===== config.mk =====
export PLATFORM = sky130hd
export DESIGN_NAME = ram_arbiter
export DESIGN_NICKNAME = d
export VERILOG_FILES = /design/src/rtl/ram_arbiter.sv
export SDC_FILE = /design/constraint.sdc
export NUM_CORES = 1
export LEC_CHECK = 0
export ABC_AREA = 1
export CAP_MARGIN = 25
export CORE_AREA = 2 2 66 68
export CTS_CLUSTER_DIAMETER = 80
export DETAILED_ROUTE_END_ITERATION = 16
export DIE_AREA = 0 0 68 70
export DONT_BUFFER_PORTS = 1
export GPL_TIMING_DRIVEN = 0
export PLACE_DENSITY_LB_ADDON = 0.08
export SYNTH_ARGS = -nofsm -noshare
export SYNTH_HDL_FRONTEND = slang
export SYNTH_SLANG_ARGS = --single-unit

===== constraint.sdc =====
create_clock -name clk -period 2.8 [get_ports clk]
set_clock_uncertainty 0.15 [all_clocks]
set_input_delay 0.7 -clock clk [delete_from_list [all_inputs] [get_ports clk]]
set_output_delay 0.7 -clock clk [all_outputs]
set_load 0.1 [all_outputs]

===== src/rtl/ram_arbiter.sv =====
`default_nettype none
// ============================================================================
// Module   : ram_arbiter
// Purpose  : Shares one single-port synchronous data RAM between the CPU
//            load/store path (cpu_*) and a debug/loader port (dbg_*).
//            One access per clk, round-robin on contention. Read data is
//            routed back to the issuing requester RD_LAT cycles after grant.
// Revision : 1.0 - initial release
// ----------------------------------------------------------------------------
// Parameters
//   AW      address width
//   DW      data width
//   RD_LAT  RAM read latency in clk cycles (legal range 1..4)
// Ports
//   clk, rst                 clock, asynchronous active-high reset
//   cpu_req/we/addr/wdata    CPU request; fields held until cpu_gnt
//   cpu_gnt                  access accepted this cycle (combinational)
//   cpu_rvalid/rdata         CPU read return
//   dbg_*                    same set for the debug/loader port
//   mem_en/we/addr/wdata     RAM command, muxed from the winner
//   mem_rdata                RAM read data, RD_LAT cycles after a read
//   conflict_cnt             saturating count of cycles with both req high
// Optional feature (macro RAM_ARB_LOCK_EN)
//   Adds cpu_lock/dbg_lock inputs. A transfer with X_lock=1 locks the RAM
//   to X; the other port is starved until X transfers with X_lock=0.
// ============================================================================
module ram_arbiter #(
  parameter int AW     = 16,
  parameter int DW     = 16,
  parameter int RD_LAT = 1
) (
  input  logic          clk,
  input  logic          rst,
`ifdef RAM_ARB_LOCK_EN
  input  logic          cpu_lock,
  input  logic          dbg_lock,
`endif
  input  logic          cpu_req,
  input  logic          cpu_we,
  input  logic [AW-1:0] cpu_addr,
  input  logic [DW-1:0] cpu_wdata,
  output logic          cpu_gnt,
  output logic          cpu_rvalid,
  output logic [DW-1:0] cpu_rdata,
  input  logic          dbg_req,
  input  logic          dbg_we,
  input  logic [AW-1:0] dbg_addr,
  input  logic [DW-1:0] dbg_wdata,
  output logic          dbg_gnt,
  output logic          dbg_rvalid,
  output logic [DW-1:0] dbg_rdata,
  output logic          mem_en,
  output logic          mem_we,
  output logic [AW-1:0] mem_addr,
  output logic [DW-1:0] mem_wdata,
  input  logic [DW-1:0] mem_rdata,
  output logic [15:0]   conflict_cnt
);

  // Owner of the most recent transfer. Reset to DBG so the CPU wins the
  // first conflict.
  typedef enum logic {
    OWN_CPU = 1'b0,
    OWN_DBG = 1'b1
  } owner_e;

  owner_e last_owner, last_owner_nxt;

`ifdef RAM_ARB_LOCK_EN
  typedef enum logic [1:0] {
    LK_NONE = 2'd0,
    LK_CPU  = 2'd1,
    LK_DBG  = 2'd2
  } lock_e;

  lock_e lock_state, lock_nxt;
`endif

  logic both_req;
  logic rd_push;

  // Tag pipeline: one slot per cycle of read latency. tag_vld marks a read
  // in flight, tag_own records who issued it (1 = dbg).
  logic [RD_LAT-1:0] tag_vld;
  logic [RD_LAT-1:0] tag_own;

  assign both_req = cpu_req & dbg_req;

  // --------------------------------------------------------------------------
  // State registers
  // --------------------------------------------------------------------------
  always_ff @(posedge clk or posedge rst) begin
    if (rst) begin
      last_owner <= OWN_DBG;
`ifdef RAM_ARB_LOCK_EN
      lock_state <= LK_NONE;
`endif
    end else begin
      last_owner <= last_owner_nxt;
`ifdef RAM_ARB_LOCK_EN
      lock_state <= lock_nxt;
`endif
    end
  end

  // --------------------------------------------------------------------------
  // Grant and next-state logic
  // --------------------------------------------------------------------------
  always_comb begin
    cpu_gnt        = 1'b0;
    dbg_gnt        = 1'b0;
    last_owner_nxt = last_owner;
`ifdef RAM_ARB_LOCK_EN
    lock_nxt       = lock_state;
`endif

    // Grants are held low for the whole time reset is asserted, not just
    // after the next edge.
    if (!rst) begin
`ifdef RAM_ARB_LOCK_EN
      if (lock_state == LK_CPU) begin
        cpu_gnt = cpu_req;
      end else if (lock_state == LK_DBG) begin
        dbg_gnt = dbg_req;
      end else
`endif
      begin
        if (both_req) begin
          if (last_owner == OWN_DBG) begin
            cpu_gnt = 1'b1;
          end else begin
            dbg_gnt = 1'b1;
          end
        end else begin
          cpu_gnt = cpu_req;
          dbg_gnt = dbg_req;
        end
      end
    end

    if (cpu_gnt) begin
      last_owner_nxt = OWN_CPU;
    end else if (dbg_gnt) begin
      last_owner_nxt = OWN_DBG;
    end

`ifdef RAM_ARB_LOCK_EN
    // Only the lock holder (or anyone, when unlocked) can transfer, so the
    // granted port's lock bit alone decides the next lock state.
    if (cpu_gnt) begin
      lock_nxt = cpu_lock ? LK_CPU : LK_NONE;
    end else if (dbg_gnt) begin
      lock_nxt = dbg_lock ? LK_DBG : LK_NONE;
    end
`endif
  end

  // --------------------------------------------------------------------------
  // RAM command mux
  // --------------------------------------------------------------------------
  assign mem_en    = cpu_gnt | dbg_gnt;
  assign mem_we    = (cpu_gnt & cpu_we) | (dbg_gnt & dbg_we);
  assign mem_addr  = dbg_gnt ? dbg_addr  : cpu_addr;
  assign mem_wdata = dbg_gnt ? dbg_wdata : cpu_wdata;

  assign rd_push   = mem_en & ~mem_we;

  // --------------------------------------------------------------------------
  // Read-return tag pipeline
  // --------------------------------------------------------------------------
  always_ff @(posedge clk or posedge rst) begin
    if (rst) begin
      tag_vld <= '0;
      tag_own <= '0;
    end else begin
      tag_vld[0] <= rd_push;
      tag_own[0] <= dbg_gnt;
      for (int i = 1; i < RD_LAT; i++) begin
        tag_vld[i] <= tag_vld[i-1];
        tag_own[i] <= tag_own[i-1];
      end
    end
  end

  assign cpu_rvalid = tag_vld[RD_LAT-1] & ~tag_own[RD_LAT-1];
  assign dbg_rvalid = tag_vld[RD_LAT-1] &  tag_own[RD_LAT-1];

  // Read data is qualified by rvalid, so both ports see the RAM bus directly.
  assign cpu_rdata  = mem_rdata;
  assign dbg_rdata  = mem_rdata;

  // --------------------------------------------------------------------------
  // Conflict counter (saturating)
  // --------------------------------------------------------------------------
  always_ff @(posedge clk or posedge rst) begin
    if (rst) begin
      conflict_cnt <= 16'h0000;
    end else if (both_req && (conflict_cnt != 16'hFFFF)) begin
      conflict_cnt <= conflict_cnt + 16'h0001;
    end
  end

endmodule
`default_nettype wire


==> out/results.ini, run 1 <==
[place]
hpwl_mm=4.058
detailedPlace.worstSlack_ns=-0.2784
port-buffer-count=0
place_inst=362
gp_congestion=0.8495
dpl_cell_area_um2=2191

[power]
ir_worst_vdd_v=0.0004674
comb_power_share=0.509
power.density_nw_per_um2=763.0
pwr-share-seq=0.379
p_switching_mw=1.167
internal_power_mw=0.5546
p_sw_frac=0.6778
finalPower_mw=1.721
power.share.clock=0.112
p_leak_nw=1.153

[synthesis]
yosysMostFrequentCell=nand2_1
avgSynthCellArea_um2=5.945
synthCells=310
yosysUniqueCellTypes=23
ys_seq_area_frac=0.2587
async_flop_share=1.000
yosys.area.top_type_share=0.3136
synth_edf_count=0
ys_top_cells_by_area=nand2_1, dfrtp_1, buf_4
syn-num-nets=397
synth-seq-cells=19
ys_top_cells_by_count=nand2_1, buf_4, inv_1, dfrtp_1, nor2_1
synth_warnings=0
syn_area_um2=1843
ys.flop_type=dfrtp_1
yosysTopAreaCell=nand2_1

[grt]
grt_pass1_vias=1646
grt_pass1_wl_mm=7.500
grt_max_degree=12
track_usage=0.2025
grt_overflow=0
antenna_found_initial=0

[clocking]
cts_tree=yes
cts_max_level=1
clk_pin_slew_ns=0.08
clkSinkCount=19
insertion_delay_ns=0.26
ctsLongestPathBuffers=2
cts_hold_buf=0
cts_root_buf=clkbuf_8
cts_buffers=3

[timing]
fin_ws_ns=0.1865
whs_ns=0.1734
relSlewSlack=0.2708
finalHoldViolations=0
setup_viol=0
finalMaxSlewViolations=0
rsz0062_at_grt=false
fin_crit_ns=2.614
fmax_ghz=0.3826
worst_pin_slew_ns=1.094
period_share=0.9334
setup-tns-final_ns=0

[run_status]
status=completed

[layout]
fin_util=0.5444
num_antenna_cells=0
post_layout_nonfiller_instances=368
fin_nets=404
drive_gt1_frac=0.3101
area_delta_synth_final_pct=22.40
final_cell_area_um2=2256

[critical_path]
cp_num_buf_inv=2
path_cells=nand2_1 -> nand3_4 -> clkinv_2 -> nor2_4 -> clkinvlp_4
crit_type=register to primary output
critPathLaunchType=register
cp_max_fo=9
cp_top_family=buffers and inverters
cp_data_arrival_time_ns=1.76
endpoint_kind=primary output
cpPeakStageDelay_ns=0.54
crit_required_ns=1.95
cpMaxStageDelayCell=dfstp_2

[route]
route.detailed.drc=0
drt_pre_antenna_iters=4
drt_iter0_drc=74
final_antenna_net_count=0
postRouteWirelength_mm=4.890
vias=1832
wl_per_cell_um=13.29
vias_per_cell=4.978

[die]
ios=172
die_area_um2=4760
initial_core_util=0.4447
row_count=24
die_h_um=70
die_w_um=68
core_um2=4144

[hold_path]
min_path_type=input port to async pin

[job]
cap_violations=0

-- layer usage --
| metal | up-vias | GRT usage | wire, µm |
|---|---|---|---|
| met1 | 808 | 0.2457 | 1807 |
| met3 | 11 | 0.02415 | 390 |
| met2 | 90 | 0.3463 | 2507 |
| met4 | 0 | 0.09333 | 185 |
| met5 | - | 0 | 0 |
| li1 | 923 | - | - |
-- state kept, by name (all words and copies together) (netlist names) --
| signal | count |
|---|---|
| conflict_cnt | 16 |
| last_owner | 1 |
| tag_own | 1 |
| tag_vld | 1 |
-- power groups by stage --
stage                     Sequential (mW)  Combinational (mW)  Clock (mW)
after global placement              0.657               0.872           0
final                               0.652               0.875       0.193
after global routing                0.660               0.916       0.209
after CTS                           0.653               0.879       0.200
after detailed placement            0.658               0.875           0
after floorplan                     0.638               0.835           0
-- area by class of cell --
| class | count | area [µm²] |
|---|---|---|
| tap | 52 | 65.06 |
| multi-input combinational | 222 | 1245 |
| clock buffer | 4 | 45.04 |
| sequential | 19 | 476.7 |
| inverter | 30 | 123.9 |
| timing repair inverter | 1 | 5.005 |
| fill | 407 | 1888 |
| buffer | 39 | 287.8 |
| timing repair buffer | 1 | 7.507 |
-- placed cells by master (no fill, tap or decap), types with 2 or more instances in the layout --
cell        count
inv_1          26
nor2_4          5
nor2_1         16
nor2_2          3
xnor2_1         2
o21ai_2         4
nand3_1        12
nand4_1         6
nand3b_1        2
dfrtp_1        18
a21oi_1         2
o21ai_0         5
nand2_2         8
clkbuf_8        3
nand2_4        30
clkinvlp_4      2
clkbuf_1        4
buf_4          33
buf_2           2
nand2_1       121
-- cells by family (layout without fill, tap and decap cells) --
group,after synthesis,count (layout),synth area share
simple gates,206,206,0.4684
xor+xnor,2,2,0.009506
buf+inv,69,75,0.2118
flops,19,19,0.2587
fa+ha+maj,1,1,0.006788
compound gates,13,13,0.04481
-- final timing paths --
path	startpoint	to	slack (ns)	depth (start not counted)
min in group clk	last_owner$_DFFE_PP1P_	last_owner$_DFFE_PP1P_	0.41	2
worst max-delay path	last_owner$_DFFE_PP1P_	mem_en	0.19	5
max in group asynchronous	rst	conflict_cnt[14]$_DFFE_PP0P_	2.03	1
worst min-delay path	rst	conflict_cnt[0]$_DFFE_PP0P_	0.17	1
worst max register to register	conflict_cnt[0]$_DFFE_PP0P_	conflict_cnt[10]$_DFFE_PP0P_	0.25	9
worst min register to register	last_owner$_DFFE_PP1P_	last_owner$_DFFE_PP1P_	0.41	2
-- repair_timing --
action | CTS | global route
endpoints found under the setup margin | 34 | 1
gates resized for setup | 1 | 2
cloned | 1 | 0
setup buffers | 1 | 0
pin swaps | 0 | 0
-- worst reg2reg max path, stage by stage, from the launching register on --
cell     delay [ns]
dfrtp_1        1.03
ha_1           0.42
inv_1          0.11
nor2_4         0.14
nand2_2        0.09
nor2_4         0.17
nor2_2         0.06
buf_6          0.15
nand2_2        0.07
o21ai_2        0.05
No activity file was read; power rests on OpenSTA's default activity.
==> inputs of run 2 (changes only) <==
==> constraint.sdc (replaced) <==
create_clock -name clk -period 2.72 [get_ports clk]
set_clock_uncertainty 0.15 [all_clocks]
set_input_delay 0.68 -clock clk [delete_from_list [all_inputs] [get_ports clk]]
set_output_delay 0.68 -clock clk [all_outputs]
set_load 0.1 [all_outputs]
==> out/results.ini, run 2 (synthesis gave the netlist of run 1 again) <==
[critical_path]
crit_type=input port to primary output
timing.rr.start=conflict_cnt[0]$_DFFE_PP0P_
crit_required_ns=1.89
cp_data_arrival_time_ns=1.79
critPathLaunchType=input port
endpoint_kind=primary output
reg2reg_depth=9
cp_max_fo=10
r2r-end=conflict_cnt[10]$_DFFE_PP0P_
r2r_slack_ns=0.18

[grt]
use_met2=0.3333
grt_pass1_wl_mm=7.065
antenna_found_initial=0
grt_max_degree=12
use_met1=0.2244
busiest_layer=met2
use_met3=0.03865
grt_overflow=0
track_usage=0.1876
grt_pass1_vias=1566

[layout]
largest_reg_flops=16
top_register=conflict_cnt
final_cell_mix=nand2_1, buf_4, nand2_4
num-fill-cells=424
area_delta_synth_final_pct=22.47
layout_commonest_cell=nand2_1
fin_util=0.5447
fin_nets=403
drive_gt1_frac=0.3206
num_antenna_cells=0

[power]
power.density_nw_per_um2=784.5
p_leak_nw=1.158
ir_worst_vdd_v=0.0004518

[die]
die_area_um2=4760
die_h_um=70
core_um2=4144
row_count=24
die_w_um=68
initial_core_util=0.4447
ios=172

[clocking]
clkSinkCount=19
cts_buffers=3
insertion_delay_ns=0.26
cts_root_buf=clkbuf_8
cts_max_level=1
clk_pin_slew_ns=0.08
cts_tree=yes
ctsLongestPathBuffers=2

[timing]
finalHoldViolations=0
period_share=0.9648
fmax_ghz=0.3811
whs_ns=0.07388
relSlewSlack=0.2769
fin_ws_ns=0.09576
rsz0062_at_grt=false
fin_crit_ns=2.624
setup_viol=0
finalMaxSlewViolations=0
worst_pin_slew_ns=1.085

[job]
cap_violations=0

[route]
vias_per_cell=4.948
route.detailed.drc=0
drt_pre_antenna_iters=4
final_antenna_net_count=0
drt_iter0_drc=56
postRouteWirelength_mm=4.726
vias=1816
wl_per_cell_um=12.88

[place]
gp_congestion=0.7827
port-buffer-count=0
hpwl_mm=4.000
detailedPlace.worstSlack_ns=-0.3193

[run_status]
status=completed

[hold_path]
min_path_type=input port to async pin

## run 2: changes by cell type in the layout (fill, tap and decap cells not counted)
| cell | previous run | this run |
|---|---|---|
| clkbuf_1 | 4 | 0 |
| buf_4 | 33 | 32 |
| clkinv_4 | 0 | 1 |
| clkbuf_2 | 0 | 3 |
## run 2: cell type report
class                           count  area (µm²)  area share
Clock buffer                        3       41.29     0.01829
Multi-Input combinational cell    222        1245      0.5516
Timing Repair inverter              1       5.005    0.002217
Buffer                             39       291.5      0.1292
Clock inverter                      1       5.005    0.002217
Inverter                           30       127.6     0.05654
Tap cell                           52       65.06     0.02882
Sequential cell                    19       476.7      0.2112
## run 2: metrics by stage
stage,std cells,area [µm²],setup TNS [ns],total power [mW]
6_report,367,2257,0,1.771
5_1_grt,367,2257,0,1.838
4_1_cts,367,2257,0,1.785
3_5_place_dp,362,2195,-9.283,1.576
3_3_place_gp,362,2192,-8.982,1.571
2_1_floorplan,310,2127,-0.05065,1.518
## run 2: timing repair
| action | CTS | global route |
|---|---|---|
| setup endpoints to repair | 34 | 0 |
| gates resized for setup | 6 | 0 |
| hold buffers | 0 | 0 |
| buffers inserted | 0 | 0 |
| hold endpoints to repair | 0 | 0 |
## run 2: worst max-delay path by stage
stage / startpoint / end / slack (ns)
floorplan: rst / mem_addr[0] / -0.002
finish: rst / mem_en / 0.1
detailed placement: rst / mem_wdata[9] / -0.32
global route: rst / mem_en / 0.002
CTS: rst / mem_en / 0.05
global placement: rst / mem_wdata[9] / -0.32
## run 2: per-layer routing
layer	routed length, µm	vias up	part of all wire
met5	0	-	0
li1	-	922	-
met1	1811	802	0.38
met4	36	0	0.0076
met3	384	4	0.081
met2	2494	88	0.53
## run 2: report_power, final
part           switching, mW  leakage (nW)  internal, mW
combinational          0.750         0.893         0.148
sequential             0.351         0.239         0.319
clock                  0.101        0.0255         0.102
total                   1.20          1.16         0.569
## run 2: worst max-delay path: stages
cell	delay [ns]
clkinvlp_4	0.22
nand3_4	0.21
clkinv_4	0.11
nor2_4	0.14
clkinvlp_4	0.43
